### config.mk
export PLATFORM = sky130hd
export DESIGN_NAME = vlog_stream_scoreboard
export DESIGN_NICKNAME = d
export VERILOG_FILES = /design/src/rtl/vlog_sb_pkg.sv /design/src/rtl/vlog_sb_fifo.sv /design/src/rtl/vlog_stream_scoreboard.sv
export SDC_FILE = /design/constraint.sdc
export NUM_CORES = 1
export LEC_CHECK = 0
export ABC_AREA = 1
export BUFFER_PORTS_ARGS = -buffer_cell sky130_fd_sc_hd__clkbuf_2
export CAP_MARGIN = 15
export CORE_MARGIN = 2
export CORE_UTILIZATION = 54
export DETAILED_ROUTE_END_ITERATION = 10
export PLACE_DENSITY = 0.83
export SETUP_SLACK_MARGIN = 0.3
export SLEW_MARGIN = 10
export SYNTH_ARGS = -nofsm -noshare
export SYNTH_HDL_FRONTEND = slang
export SYNTH_SLANG_ARGS = --single-unit
### constraint.sdc
create_clock -name clk_i -period 2.2 [get_ports clk_i]
set_clock_uncertainty 0.05 [all_clocks]
set_input_delay 0.22 -clock clk_i [delete_from_list [all_inputs] [get_ports clk_i]]
set_output_delay 0.22 -clock clk_i [all_outputs]
set_load 0.05 [all_outputs]
### src/rtl/vlog_sb_pkg.sv
// Shared types and helpers for the stream scoreboard.
// Optional watchdog is enabled with VLOG_SB_TIMEOUT_EN.
package vlog_sb_pkg;

    typedef enum logic [1:0] {
        IDLE,
        RUN,
        REPORT,
        FLUSH
    } sb_state_t;

    localparam int SB_DEPTH = 16;
    localparam int PTR_W    = $clog2(SB_DEPTH);

    function automatic logic [31:0] sat_inc(
        input logic [31:0] v,
        input logic [31:0] max
    );
        return (v >= max) ? max : v + 32'd1;
    endfunction

endpackage

### src/rtl/vlog_sb_fifo.sv
// Synchronous FIFO holding expected beats, with occupancy count.
// Part of the VLOG_SB_TIMEOUT_EN-configurable stream scoreboard.
module vlog_sb_fifo
    import vlog_sb_pkg::*;
#(
    parameter int DATA_W = 8,
    parameter int DEPTH  = SB_DEPTH,
    parameter int AW     = PTR_W
) (
    input  logic              clk,
    input  logic              rst,
    input  logic              push,
    input  logic              pop,
    input  logic [DATA_W-1:0] wdata,
    output logic [DATA_W-1:0] rdata,
    output logic [AW:0]       count,
    output logic              full,
    output logic              empty
);

    logic [DATA_W-1:0] mem [DEPTH];
    logic [AW-1:0]     rd_ptr;
    logic [AW-1:0]     wr_ptr;
    logic              do_push;
    logic              do_pop;

    assign full    = (count == (AW+1)'(DEPTH));
    assign empty   = (count == '0);
    assign do_push = push && !full;
    assign do_pop  = pop && !empty;
    assign rdata   = mem[rd_ptr];

    always_ff @(posedge clk) begin
        if (do_push) begin
            mem[wr_ptr] <= wdata;
        end
    end

    // Pointers are AW bits wide, so they wrap modulo DEPTH on their own
    always_ff @(posedge clk) begin
        if (rst) begin
            rd_ptr <= '0;
            wr_ptr <= '0;
            count  <= '0;
        end else begin
            if (do_push) begin
                wr_ptr <= wr_ptr + AW'(1);
            end
            if (do_pop) begin
                rd_ptr <= rd_ptr + AW'(1);
            end
            if (do_push && !do_pop) begin
                count <= count + (AW+1)'(1);
            end else if (do_pop && !do_push) begin
                count <= count - (AW+1)'(1);
            end
        end
    end

endmodule

### src/rtl/vlog_stream_scoreboard.sv
// Compares an actual beat stream against queued expected beats per testcase.
// Define VLOG_SB_TIMEOUT_EN to add the stall watchdog and timeout_o.
module vlog_stream_scoreboard
    import vlog_sb_pkg::*;
#(
    parameter int DATA_W  = 8,
    parameter int DEPTH   = SB_DEPTH,
    parameter int CNT_W   = 16,
    parameter int TIMEOUT = 1000
) (
    input  logic                     clk_i,
    input  logic                     rst_i,
    input  logic                     tc_start_i,
    input  logic                     tc_end_i,
    input  logic                     exp_valid_i,
    output logic                     exp_ready_o,
    input  logic [DATA_W-1:0]        exp_data_i,
    input  logic                     act_valid_i,
    output logic                     act_ready_o,
    input  logic [DATA_W-1:0]        act_data_i,
    output logic                     busy_o,
    output logic                     verdict_valid_o,
    output logic                     verdict_ok_o,
    output logic [CNT_W-1:0]         beats_o,
    output logic [CNT_W-1:0]         errors_o,
    output logic [$clog2(DEPTH):0]   leftover_o
`ifdef VLOG_SB_TIMEOUT_EN
    ,
    output logic                     timeout_o
`endif
);

    localparam int          LW      = $clog2(DEPTH) + 1;
    localparam logic [31:0] CNT_MAX = 32'((64'd1 << CNT_W) - 64'd1);

    if (DEPTH < 2 || (DEPTH & (DEPTH - 1)) != 0 || TIMEOUT < 1) begin : g_bad_param
        $error("vlog_stream_scoreboard: DEPTH must be a power of 2 >= 2, TIMEOUT >= 1");
    end

    sb_state_t         state;
    sb_state_t         state_nx;
    logic [DATA_W-1:0] head;
    logic [LW-1:0]     count;
    logic              full;
    logic              empty;
    logic              push;
    logic              pop;
    logic              act_fire;
    logic              bad;
    logic              wd_hit;
    logic              timed_out;
    logic [CNT_W-1:0]  beats;
    logic [CNT_W-1:0]  errors;
    logic [LW-1:0]     left_q;

    vlog_sb_fifo #(
        .DATA_W (DATA_W),
        .DEPTH  (DEPTH),
        .AW     ($clog2(DEPTH))
    ) u_fifo (
        .clk   (clk_i),
        .rst   (rst_i),
        .push  (push),
        .pop   (pop),
        .wdata (exp_data_i),
        .rdata (head),
        .count (count),
        .full  (full),
        .empty (empty)
    );

    assign act_fire = act_valid_i && (state == RUN);
    // No bypass: an empty FIFO means the beat is unexpected even if a push lands now
    assign bad      = act_fire && (empty || head != act_data_i);

    always_comb begin
        state_nx        = state;
        pop             = 1'b0;
        exp_ready_o     = ((state == IDLE) || (state == RUN)) && !full;
        push            = exp_valid_i && exp_ready_o;
        act_ready_o     = (state == RUN);
        busy_o          = (state == RUN);
        verdict_valid_o = (state == REPORT);
        verdict_ok_o    = (state == REPORT) && (errors == '0)
                          && (count == '0) && !timed_out;
        leftover_o      = (state == REPORT) ? count : left_q;
        beats_o         = beats;
        errors_o        = errors;
        unique case (state)
            IDLE: begin
                if (tc_start_i) state_nx = RUN;
            end
            RUN: begin
                pop = act_fire && !empty;
                if (tc_end_i || wd_hit) state_nx = REPORT;
            end
            REPORT: begin
                state_nx = FLUSH;
            end
            FLUSH: begin
                pop = !empty;
                if (count <= LW'(1)) state_nx = IDLE;
            end
        endcase
    end

    always_ff @(posedge clk_i) begin
        if (rst_i) begin
            state  <= IDLE;
            beats  <= '0;
            errors <= '0;
            left_q <= '0;
        end else begin
            state <= state_nx;
            if (state == IDLE && tc_start_i) begin
                beats  <= '0;
                errors <= '0;
                left_q <= '0;
            end
            if (act_fire) begin
                beats <= CNT_W'(sat_inc(32'(beats), CNT_MAX));
            end
            if (bad) begin
                errors <= CNT_W'(sat_inc(32'(errors), CNT_MAX));
            end
            if (state == REPORT) begin
                left_q <= count;
            end
        end
    end

`ifdef VLOG_SB_TIMEOUT_EN
    logic [31:0] wd;
    logic        to_q;

    // Counts only stalled cycles: data is queued but the DUT sends nothing
    assign wd_hit    = (state == RUN) && !act_fire && !empty
                       && (wd == 32'(TIMEOUT - 1));
    assign timed_out = to_q;
    assign timeout_o = (state == REPORT) && to_q;

    always_ff @(posedge clk_i) begin
        if (rst_i) begin
            wd   <= '0;
            to_q <= 1'b0;
        end else begin
            if (state != RUN || act_fire) begin
                wd <= '0;
            end else if (!empty) begin
                wd <= wd + 32'd1;
            end
            if (state == IDLE) begin
                to_q <= 1'b0;
            end else if (wd_hit) begin
                to_q <= 1'b1;
            end
        end
    end
`else
    assign wd_hit    = 1'b0;
    assign timed_out = 1'b0;
`endif

endmodule
==> results.sh, run 1 <==
export IMPL_cp_required_ns=2.51
export IMPL_synth_area_sq_um=8710
export IMPL_worstSkewPairLatency_ns=0.44
export IMPL_grt_overflow=0
export IMPL_utilization_pct=70.4
export IMPL_rows=46
export IMPL_drt_total_wl_mm=23.7
export IMPL_syn2layout_area_growth_pct=27.8
export IMPL_antenna_found_initial=0
export IMPL_hp_class="input port to register"
export IMPL_layout_setup_ws_ns=-0.165
export IMPL_slew_headroom_pct=66.0
export IMPL_htreeDepth=4
export IMPL_synth_seq_area_share_pct=57.0
export IMPL_setup_viol=16
export IMPL_p_leak_nw=4.50
export IMPL_yosys_warnings=0
export IMPL_postSynthCellCount=978
export IMPL_critical_path_arrival_ns=2.68
export IMPL_final_nets=1143
export IMPL_gp_congestion=0.909
export IMPL_portBuffers=63
export IMPL_die_area_sq_um=17200
export IMPL_vias_per_cell=5.71
export IMPL_wire_per_inst_microns=17.8
export IMPL_grt_pass1_vias=6978
export IMPL_powerDensity_nw_per_um2=1050
export IMPL_initial_utilization_pct=55.0
export IMPL_cp_common_cell="nand3_1"
export IMPL_fmax_mhz=423
export IMPL_crit_fanout=8
export IMPL_period_needed_ns=2.36
export IMPL_ant_nets=0
export IMPL_drv_slew=0
export IMPL_mostFrequentLayoutCell="nand2_1"
export IMPL_cts_num_sinks=184
export IMPL_drt_pass1_iterations=5
export IMPL_die_x_microns=131
export IMPL_syn_avg_cell_area_sq_um=8.91
export IMPL_dpl_hpwl_mm=13.5
export IMPL_dr_first_iter_drc_count=760
export IMPL_rsz0062_at_grt="yes"
export IMPL_regToRegSetupSlack_ns=-0.16
export IMPL_synthesis_nets=1017
export IMPL_layout_drive_gt1_share_pct=28.7
export IMPL_fin_crit_sh_pct=107
export IMPL_vias=7607
export IMPL_drcViolationCount=0
export IMPL_clk_path_buf_depth=2
export IMPL_worst_setup_path_end_kind="register"
export IMPL_grt_max_degree=44
export IMPL_root_buffer="clkbuf_16"
export IMPL_cts_buffers_inserted=17
export IMPL_ys_types=36
export IMPL_maxCapViolCount=0
export IMPL_coreArea_sq_um=15800
export IMPL_synth_seq_cells=184
export IMPL_ir_worst_vdd_mv=1.13
export IMPL_critPathKind="register to register"
export IMPL_critPathLaunchType="register"
export IMPL_critPathMaxStageDelay_ns=0.43
export IMPL_violations="setup timing"
export IMPL_num_io_pins=64
export IMPL_cts_tree="yes"
export IMPL_grt_pass1_wl_mm=33.5
export IMPL_fin_setup_tns_ns=-2.02
export IMPL_grt_usage_pct=25.3
export IMPL_fillers=1053
export IMPL_status="finished with violations"
export IMPL_worst_pin_slew_ns=0.510
export IMPL_cp_cell_sequence="clkinv_8, buf_12, buf_4, nand2_1, nand3_1, nand3_1, nand3_2, nand3_1, nand2_1, nor2_2, nand3_2, o21bai_4, clkbuf_16, nand3_1, a21oi_1"
export IMPL_final_cell_mix="nand2_1, edfxtp_1, nand3_1"
export IMPL_finalHoldViolCount=0
export IMPL_diodes=0
export IMPL_die_h_microns=131
export IMPL_slowest_stage="dfxtp_4"
export IMPL_clk_pin_slew_worst_paths_ns=0.07
-- cell families after synthesis --
logic type / after synthesis / synth area share (%)
flops: 184 / 57.0
simple gates: 480 / 23.6
compound gates: 121 / 7.53
buf+inv: 160 / 7.84
xor+xnor: 16 / 1.61
fa+ha+maj: 17 / 2.44
-- area by class of cell --
type / count / area, sq um / area share [%]
Sequential cell: 184 / 5020 / 45.1
Tap cell: 216 / 270 / 2.43
Inverter: 119 / 482 / 4.33
Clock buffer: 19 / 433 / 3.89
Timing Repair Buffer: 147 / 1200 / 10.8
Multi-Input combinational cell: 635 / 3610 / 32.4
Clock inverter: 13 / 119 / 1.07
-- sequential cells by signal, indices dropped and copies added, names as in the netlist, named ones only --
register,cells
u_fifo.mem,128
beats_o,16
errors_o,16
left_q,5
u_fifo.count,5
u_fifo.rd_ptr,4
u_fifo.wr_ptr,4
state,2
-- worst max-delay path: cells and delay by family (launching register included) --
family | cells | cell delay (ns)
buffers and inverters | 4 | 0.56
AND/OR/NAND/NOR | 9 | 0.87
flip-flops | 1 | 0.43
AO/OA/AOI/OAI | 2 | 0.36
-- through the flow --
step	setup WS, ns	hold slack (ns)	total power, W	instances	cell area, sq um
floorplan	0.172	0.269	0.00667	978	8960
global placement	0.0596	0.417	0.00745	1255	9690
detailed placement	0.0160	0.422	0.00755	1255	9690
CTS	-0.0167	0.119	0.0108	1302	10500
global route	-0.260	0.175	0.0122	1333	11100
finish	-0.165	0.145	0.0117	1333	11100
-- worst paths after layout --
kind	start	endpoint	cells past startpoint
worst max-delay path	register	errors_o[13]	15
worst min-delay path	rst_i	state[1]	4
worst max register to register	register	errors_o[13]	15
worst min register to register	left_q[2]	left_q[2]	2
-- report_power, final --
group / internal [W] / switching, W / total [W]
Combinational: 0.00183 / 0.00281 / 0.00464
Sequential: 0.00395 / 0.000191 / 0.00414
Clock: 0.00157 / 0.00134 / 0.00291
-- what timing repair did --
| item | in CTS | in global routing |
|---|---|---|
| setup buffers | 15 | 26 |
| pin swaps | 18 | 27 |
| hold buffers | 0 | 0 |
| resized for setup | 38 | 101 |
| gates cloned | 0 | 5 |
| setup endpoints to repair | 57 | 129 |
-- Yosys cell counts (all sizes together) --
cell	count	area, sq um
xnor2	4	35.0
nor4	4	25.0
dfxtp	56	1120
a22oi	1	7.51
nand4	10	62.6
buf	27	184
a31o	1	8.76
edfxtp	128	3840
a2111oi	1	8.76
a21boi	1	7.51
a21oi	51	255
nand2	216	813
ha	17	213
nor2	94	353
a211oi	1	7.51
a31oi	1	6.26
xor2	12	105
inv	118	443
o211ai	8	60.1
nand3	137	686
o21ai	55	275
nor3b	2	15.0
nor3	9	45.0
clkbuf	14	52.6
clkinv	1	3.75
and3	1	6.26
o21bai	1	18.8
or2	2	12.5
nand3b	5	37.5
-- routing by layer --
layer / vias to the layer above / routed length, microns / global-route usage, %
li1: 3521 / - / -
met1: 3548 / 8940 / 31.4
met2: 447 / 11900 / 42.7
met3: 91 / 2000 / 4.97
met4: 0 / 847 / 12.3
met5: - / 0 / 0
(Power assumes the default switching activity.)
==> run 2: changes to the inputs <==
==> constraint.sdc (replaced) <==
create_clock -name clk_i -period 2.05 [get_ports clk_i]
set_clock_uncertainty 0.05 [all_clocks]
set_input_delay 0.205 -clock clk_i [delete_from_list [all_inputs] [get_ports clk_i]]
set_output_delay 0.205 -clock clk_i [all_outputs]
set_load 0.05 [all_outputs]
==> run 2 against run 1 <==
The flow still finishes with violations (setup timing). First-iteration DRC count rose by 19%. Global-route usage rose by 3.7 points. Cell count rose by 1.1%. Sequential power rose by 7.2%. Non-clock buffer count rose by 13. Final area rose by 5.5%. Via count rose by 5.5%. Combinational power rose by 27%. Largest cell class unchanged.
==> results.sh, run 2 (synthesis gave the netlist of run 1 again) <==
export IMPL_status="finished with violations"
export IMPL_violations="setup timing"
export IMPL_drcViolationCount=0
export IMPL_vias_per_cell=5.96
export IMPL_die_area_sq_um=17200
export IMPL_ant_nets=0
export IMPL_die_h_microns=131
export IMPL_dr_first_iter_drc_count=902
export IMPL_gp_congestion=0.924
export IMPL_utilization_pct=74.2
export IMPL_fin_cells=1347
export IMPL_cts_tree="yes"
export IMPL_critPathLaunchType="register"
export IMPL_mostFrequentLayoutCell="nand2_1"
export IMPL_final_nets=1157
export IMPL_htreeDepth=4
export IMPL_finalHoldViolCount=0
export IMPL_grt_max_degree=42
export IMPL_final_cell_mix="nand2_1, edfxtp_1, nand3_1"
export IMPL_p_leak_nw=4.72
export IMPL_regMostFlops="u_fifo.mem"
export IMPL_drt_total_wl_mm=27.2
export IMPL_layout_setup_ws_ns=-0.337
export IMPL_whs_ns=0.0639
export IMPL_clk_path_buf_depth=2
export IMPL_coreArea_sq_um=15800
export IMPL_fmax_mhz=419
export IMPL_syn2layout_area_growth_pct=34.9
export IMPL_worst_pin_slew_ns=0.538
export IMPL_slowest_stage="dfxtp_4"
export IMPL_critical_path_arrival_ns=2.65
export IMPL_initial_utilization_pct=55.0
export IMPL_path_buf_inv=1
export IMPL_setup_viol=20
export IMPL_crit_fanout=24
export IMPL_cts_num_sinks=184
export IMPL_dpl_hpwl_mm=14.0
export IMPL_drt_pass1_iterations=6
export IMPL_cts_buffers_inserted=17
export IMPL_diodes=0
export IMPL_layout_drive_gt1_share_pct=30.1
export IMPL_critPathKind="register to register"
export IMPL_cp_cell_sequence="buf_12, nor2_1, nor2_1, o21ai_0, nand3_1, nand3_1, nand2_1, nand2_1, nand2_1, nand2_1, nor2_4, nand2_4, nand3_1, a21oi_2"
export IMPL_vias=8022
export IMPL_drv_slew=0
export IMPL_period_needed_ns=2.39
export IMPL_ir_worst_vdd_mv=1.39
export IMPL_antenna_found_initial=0
export IMPL_maxCapViolCount=0
export IMPL_fin_crit_sh_pct=116
export IMPL_crit_family="simple AND/OR/NAND/NOR gates"
export IMPL_grt_pass1_wl_mm=37.8
export IMPL_num_io_pins=64
export IMPL_portBuffers=63
export IMPL_cp_common_cell="nand2_1"
export IMPL_grt_pass1_vias=7436
export IMPL_largest_reg_flops=128
export IMPL_grt_overflow=0
export IMPL_worstSkewPairLatency_ns=0.45
export IMPL_powerDensity_nw_per_um2=1150
export IMPL_die_x_microns=131
export IMPL_grt_usage_pct=29.1
export IMPL_root_buffer="clkbuf_16"
export IMPL_clk_pin_slew_worst_paths_ns=0.08
export IMPL_slew_headroom_pct=63.8
export IMPL_worst_setup_path_end_kind="register"
export IMPL_rsz0062_at_grt="yes"
export IMPL_power_w=0.0136
export IMPL_dp_cells=1256
export IMPL_rows=46
export IMPL_critPathMaxStageDelay_ns=0.43
export IMPL_cp_required_ns=2.31
export IMPL_wire_per_inst_microns=20.2
export IMPL_hp_class="input port to register"
[run 2: cell types whose count changed in the layout (fill, tap and decap cells not counted), moves of 7 or more]
cell / delta
nand2_2: -9
nand2_4: +9
buf_6: +7
buf_12: +13
nor2_2: -18
nor2_4: +17
nand3_2: -15
o21ai_0: -10
buf_4: -10
o21ai_2: +7
nand3_1: +13
[run 2: power breakdown]
part	internal, W	switching [W]	leakage, nW
combinational	0.00243	0.00344	2.82
clock	0.00167	0.00158	0.283
sequential	0.00423	0.000213	1.62
[run 2: per-layer routing]
metal / GRT usage [%] / wire length [microns] / vias to the layer above
li1: - / - / 3541
met1: 35.3 / 9520 / 3742
met2: 50.9 / 13600 / 583
met3: 5.74 / 2590 / 156
met4: 11.6 / 1460 / 0
met5: 0 / 0 / -
[run 2: per-stage QoR]
| stage | TNS [ns] | setup WS, ns | area [sq um] |
|---|---|---|---|
| 5_1_grt | -6.56 | -0.426 | 11800 |
| 6_report | -4.96 | -0.337 | 11800 |
| 4_1_cts | -1.72 | -0.133 | 11300 |
| 3_5_place_dp | -2.95 | -0.195 | 9870 |
| 2_1_floorplan | 0 | 0.0778 | 9060 |
| 3_3_place_gp | -1.76 | -0.120 | 9870 |
[run 2: area by class of cell]
type	count	area [sq um]
flip-flops and latches	184	5020
fillers	917	4080
multi-input cells	635	3810
repair buffers	160	1580
inverters	119	484
clock buffers	19	453
well taps	216	270
clock inverters	13	125
repair inverters	1	5.00
[run 2: worst paths after layout]
kind | startpoint | end | slack [ns] | cells after the start
max | register | errors_o[13] | -0.34 | 14
min | tc_start_i | state[1] | 0.06 | 3
max reg2reg | register | errors_o[13] | -0.34 | 14
min reg2reg | errors_o[12] | errors_o[12] | 0.46 | 2
[run 2: timing repair]
item / in CTS / in global routing
resized for setup: 106 / 86
endpoints found under the hold margin: 2 / 0
pin swaps: 45 / 37
gates cloned: 3 / 0
hold buffers: 1 / 0
endpoints found under the setup margin: 165 / 182
buffers inserted: 33 / 22
[run 2: worst min-delay path, stage by stage]
cell and delay (ns):
clkbuf_2 0.10, o21ai_2 0.08, a21oi_1 0.14
==> run 3: changes to the inputs <==
--- a/config.mk
+++ b/config.mk
@@ -9,9 +9,9 @@
 export BUFFER_PORTS_ARGS = -buffer_cell sky130_fd_sc_hd__clkbuf_2
 export CAP_MARGIN = 15
 export CORE_MARGIN = 2
-export CORE_UTILIZATION = 54
+export CORE_UTILIZATION = 55
 export DETAILED_ROUTE_END_ITERATION = 10
-export PLACE_DENSITY = 0.83
+export PLACE_DENSITY = 0.81
 export SETUP_SLACK_MARGIN = 0.3
 export SLEW_MARGIN = 10
 export SYNTH_ARGS = -nofsm -noshare
==> constraint.sdc (replaced) <==
create_clock -name clk_i -period 3 [get_ports clk_i]
set_clock_uncertainty 0.05 [all_clocks]
set_input_delay 0.3 -clock clk_i [delete_from_list [all_inputs] [get_ports clk_i]]
set_output_delay 0.3 -clock clk_i [all_outputs]
set_load 0.05 [all_outputs]
==> run 3 against run 2 <==
The run now ends clean. Global-route usage shrank 3.8 points. Combinational power shrank 61%. Power is 45% lower. Final area is 16% lower. Critical endpoint is now u_fifo.count[4].
==> results.sh, run 3 (synthesis gave the netlist of run 1 again) <==
export IMPL_grt_max_degree=72
export IMPL_worst_pin_slew_ns=0.734
export IMPL_finalHoldViolCount=0
export IMPL_setup_viol=0
export IMPL_postPlaceCellArea_sq_um=9280
export IMPL_initial_utilization_pct=55.7
export IMPL_place_ws_ns=0.400
export IMPL_slew_headroom_pct=50.9
export IMPL_critPathKind="register to register"
export IMPL_grt_pass1_vias=6460
export IMPL_worstSkewPairLatency_ns=0.43
export IMPL_root_buffer="clkbuf_16"
export IMPL_mostFrequentLayoutCell="nand2_1"
export IMPL_num_io_pins=64
export IMPL_diodes=0
export IMPL_critPathMaxStageDelay_ns=0.38
export IMPL_period_needed_ns=2.58
export IMPL_final_cell_mix="nand2_1, nand3_1, edfxtp_1"
export IMPL_crit_fanout=6
export IMPL_dr_first_iter_drc_count=685
export IMPL_cts_tree="yes"
export IMPL_fin_crit_sh_pct=86.0
export IMPL_slowest_stage="ha_2"
export IMPL_cts_buffers_inserted=17
export IMPL_largest_reg_flops=128
export IMPL_die_h_microns=130
export IMPL_drt_total_wl_mm=20.6
export IMPL_fin_setup_tns_ns=0
export IMPL_utilization_pct=63.2
export IMPL_vias_per_cell=5.55
export IMPL_cp_cell_sequence="inv_1, ha_1, nand3_1, o21ai_1, ha_2, nor2_1, o21ai_0, a21oi_1, xor2_1, nor2_1"
export IMPL_critPathLaunchType="register"
export IMPL_rows=46
export IMPL_ant_nets=0
export IMPL_drt_pass1_iterations=5
export IMPL_rsz0062_at_grt="yes"
export IMPL_layout_setup_ws_ns=0.421
export IMPL_grt_usage_pct=25.2
export IMPL_clk_pin_slew_worst_paths_ns=0.06
export IMPL_path_buf_inv=1
export IMPL_coreArea_sq_um=15700
export IMPL_maxCapViolCount=0
export IMPL_grt_pass1_wl_mm=32.7
export IMPL_powerDensity_nw_per_um2=759
export IMPL_die_area_sq_um=16900
export IMPL_final_area_sq_um=9890
export IMPL_cp_required_ns=3.26
export IMPL_fmax_mhz=388
export IMPL_syn2layout_area_growth_pct=13.5
export IMPL_status="finished, final reports clean"
export IMPL_dpl_hpwl_mm=12.8
export IMPL_htreeDepth=4
export IMPL_drcViolationCount=0
export IMPL_ir_worst_vdd_mv=0.651
export IMPL_final_nets=1082
export IMPL_vias=7059
export IMPL_cp_common_cell="nor2_1"
export IMPL_crit_family="compound AO/OA/AOI/OAI gates"
export IMPL_layout_drive_gt1_share_pct=11.7
export IMPL_p_leak_nw=3.99
export IMPL_cts_num_sinks=184
export IMPL_regMostFlops="u_fifo.mem"
export IMPL_drv_slew=0
export IMPL_wire_per_inst_microns=16.2
export IMPL_worst_setup_path_end_kind="register"
export IMPL_antenna_found_initial=0
export IMPL_grt_overflow=0
export IMPL_clk_path_buf_depth=2
export IMPL_hp_class="input port to register"
export IMPL_critical_path_arrival_ns=2.84
export IMPL_die_x_microns=130
export IMPL_gp_congestion=0.900
export IMPL_portBuffers=63
[run 3: where the power goes]
group	internal (W)	switching, W	leakage [nW]
Clock	0.00131	0.000929	0.271
Combinational	0.000703	0.00158	2.11
Sequential	0.00288	0.000106	1.61
[run 3: final timing paths]
| path | to | startpoint | slack [ns] | cells after the start |
|---|---|---|---|---|
| max | u_fifo.count[4] | u_fifo.count[1] | 0.42 | 10 |
| min | u_fifo.wr_ptr[0] | exp_valid_i | 0.16 | 3 |
| max reg2reg | u_fifo.count[4] | u_fifo.count[1] | 0.42 | 10 |
| min reg2reg | left_q[0] | left_q[0] | 0.44 | 2 |
[run 3: worst min-delay path: cells and delay by family]
kind	cells	cell delay, ns
buffers and inverters	1	0.08
AND/OR/NAND/NOR	1	0.13
AO/OA/AOI/OAI	1	0.08
[run 3: metal layers]
layer | track usage [%] | part of all wire (%)
met5 | 0 | 0
met1 | 35.0 | 42
met4 | 9.23 | 2.2
met3 | 4.59 | 7.8
met2 | 40.1 | 48
[run 3: through the flow]
step                hold slack (ns)  power [W]  instances
floorplan                     0.349    0.00471        978
global placement              0.418    0.00519       1239
detailed placement            0.431    0.00524       1239
CTS                           0.148    0.00748       1270
global route                  0.178    0.00790       1271
finish                        0.159    0.00751       1271
[run 3: what timing repair did]
action / in CTS / in global routing
resized for setup: 0 / 4
endpoints found under the setup margin: 0 / 18
hold buffers: 0 / 0
setup buffers: 0 / 1
[run 3: final cells by class]
| type | count | area [sq um] |
|---|---|---|
| fillers | 1270 | 5760 |
| well taps | 216 | 270 |
| clock inverters | 11 | 148 |
| clock buffers | 20 | 437 |
| repair buffers | 87 | 546 |
| flip-flops and latches | 184 | 4970 |
| multi-input cells | 634 | 3080 |
| inverters | 119 | 449 |
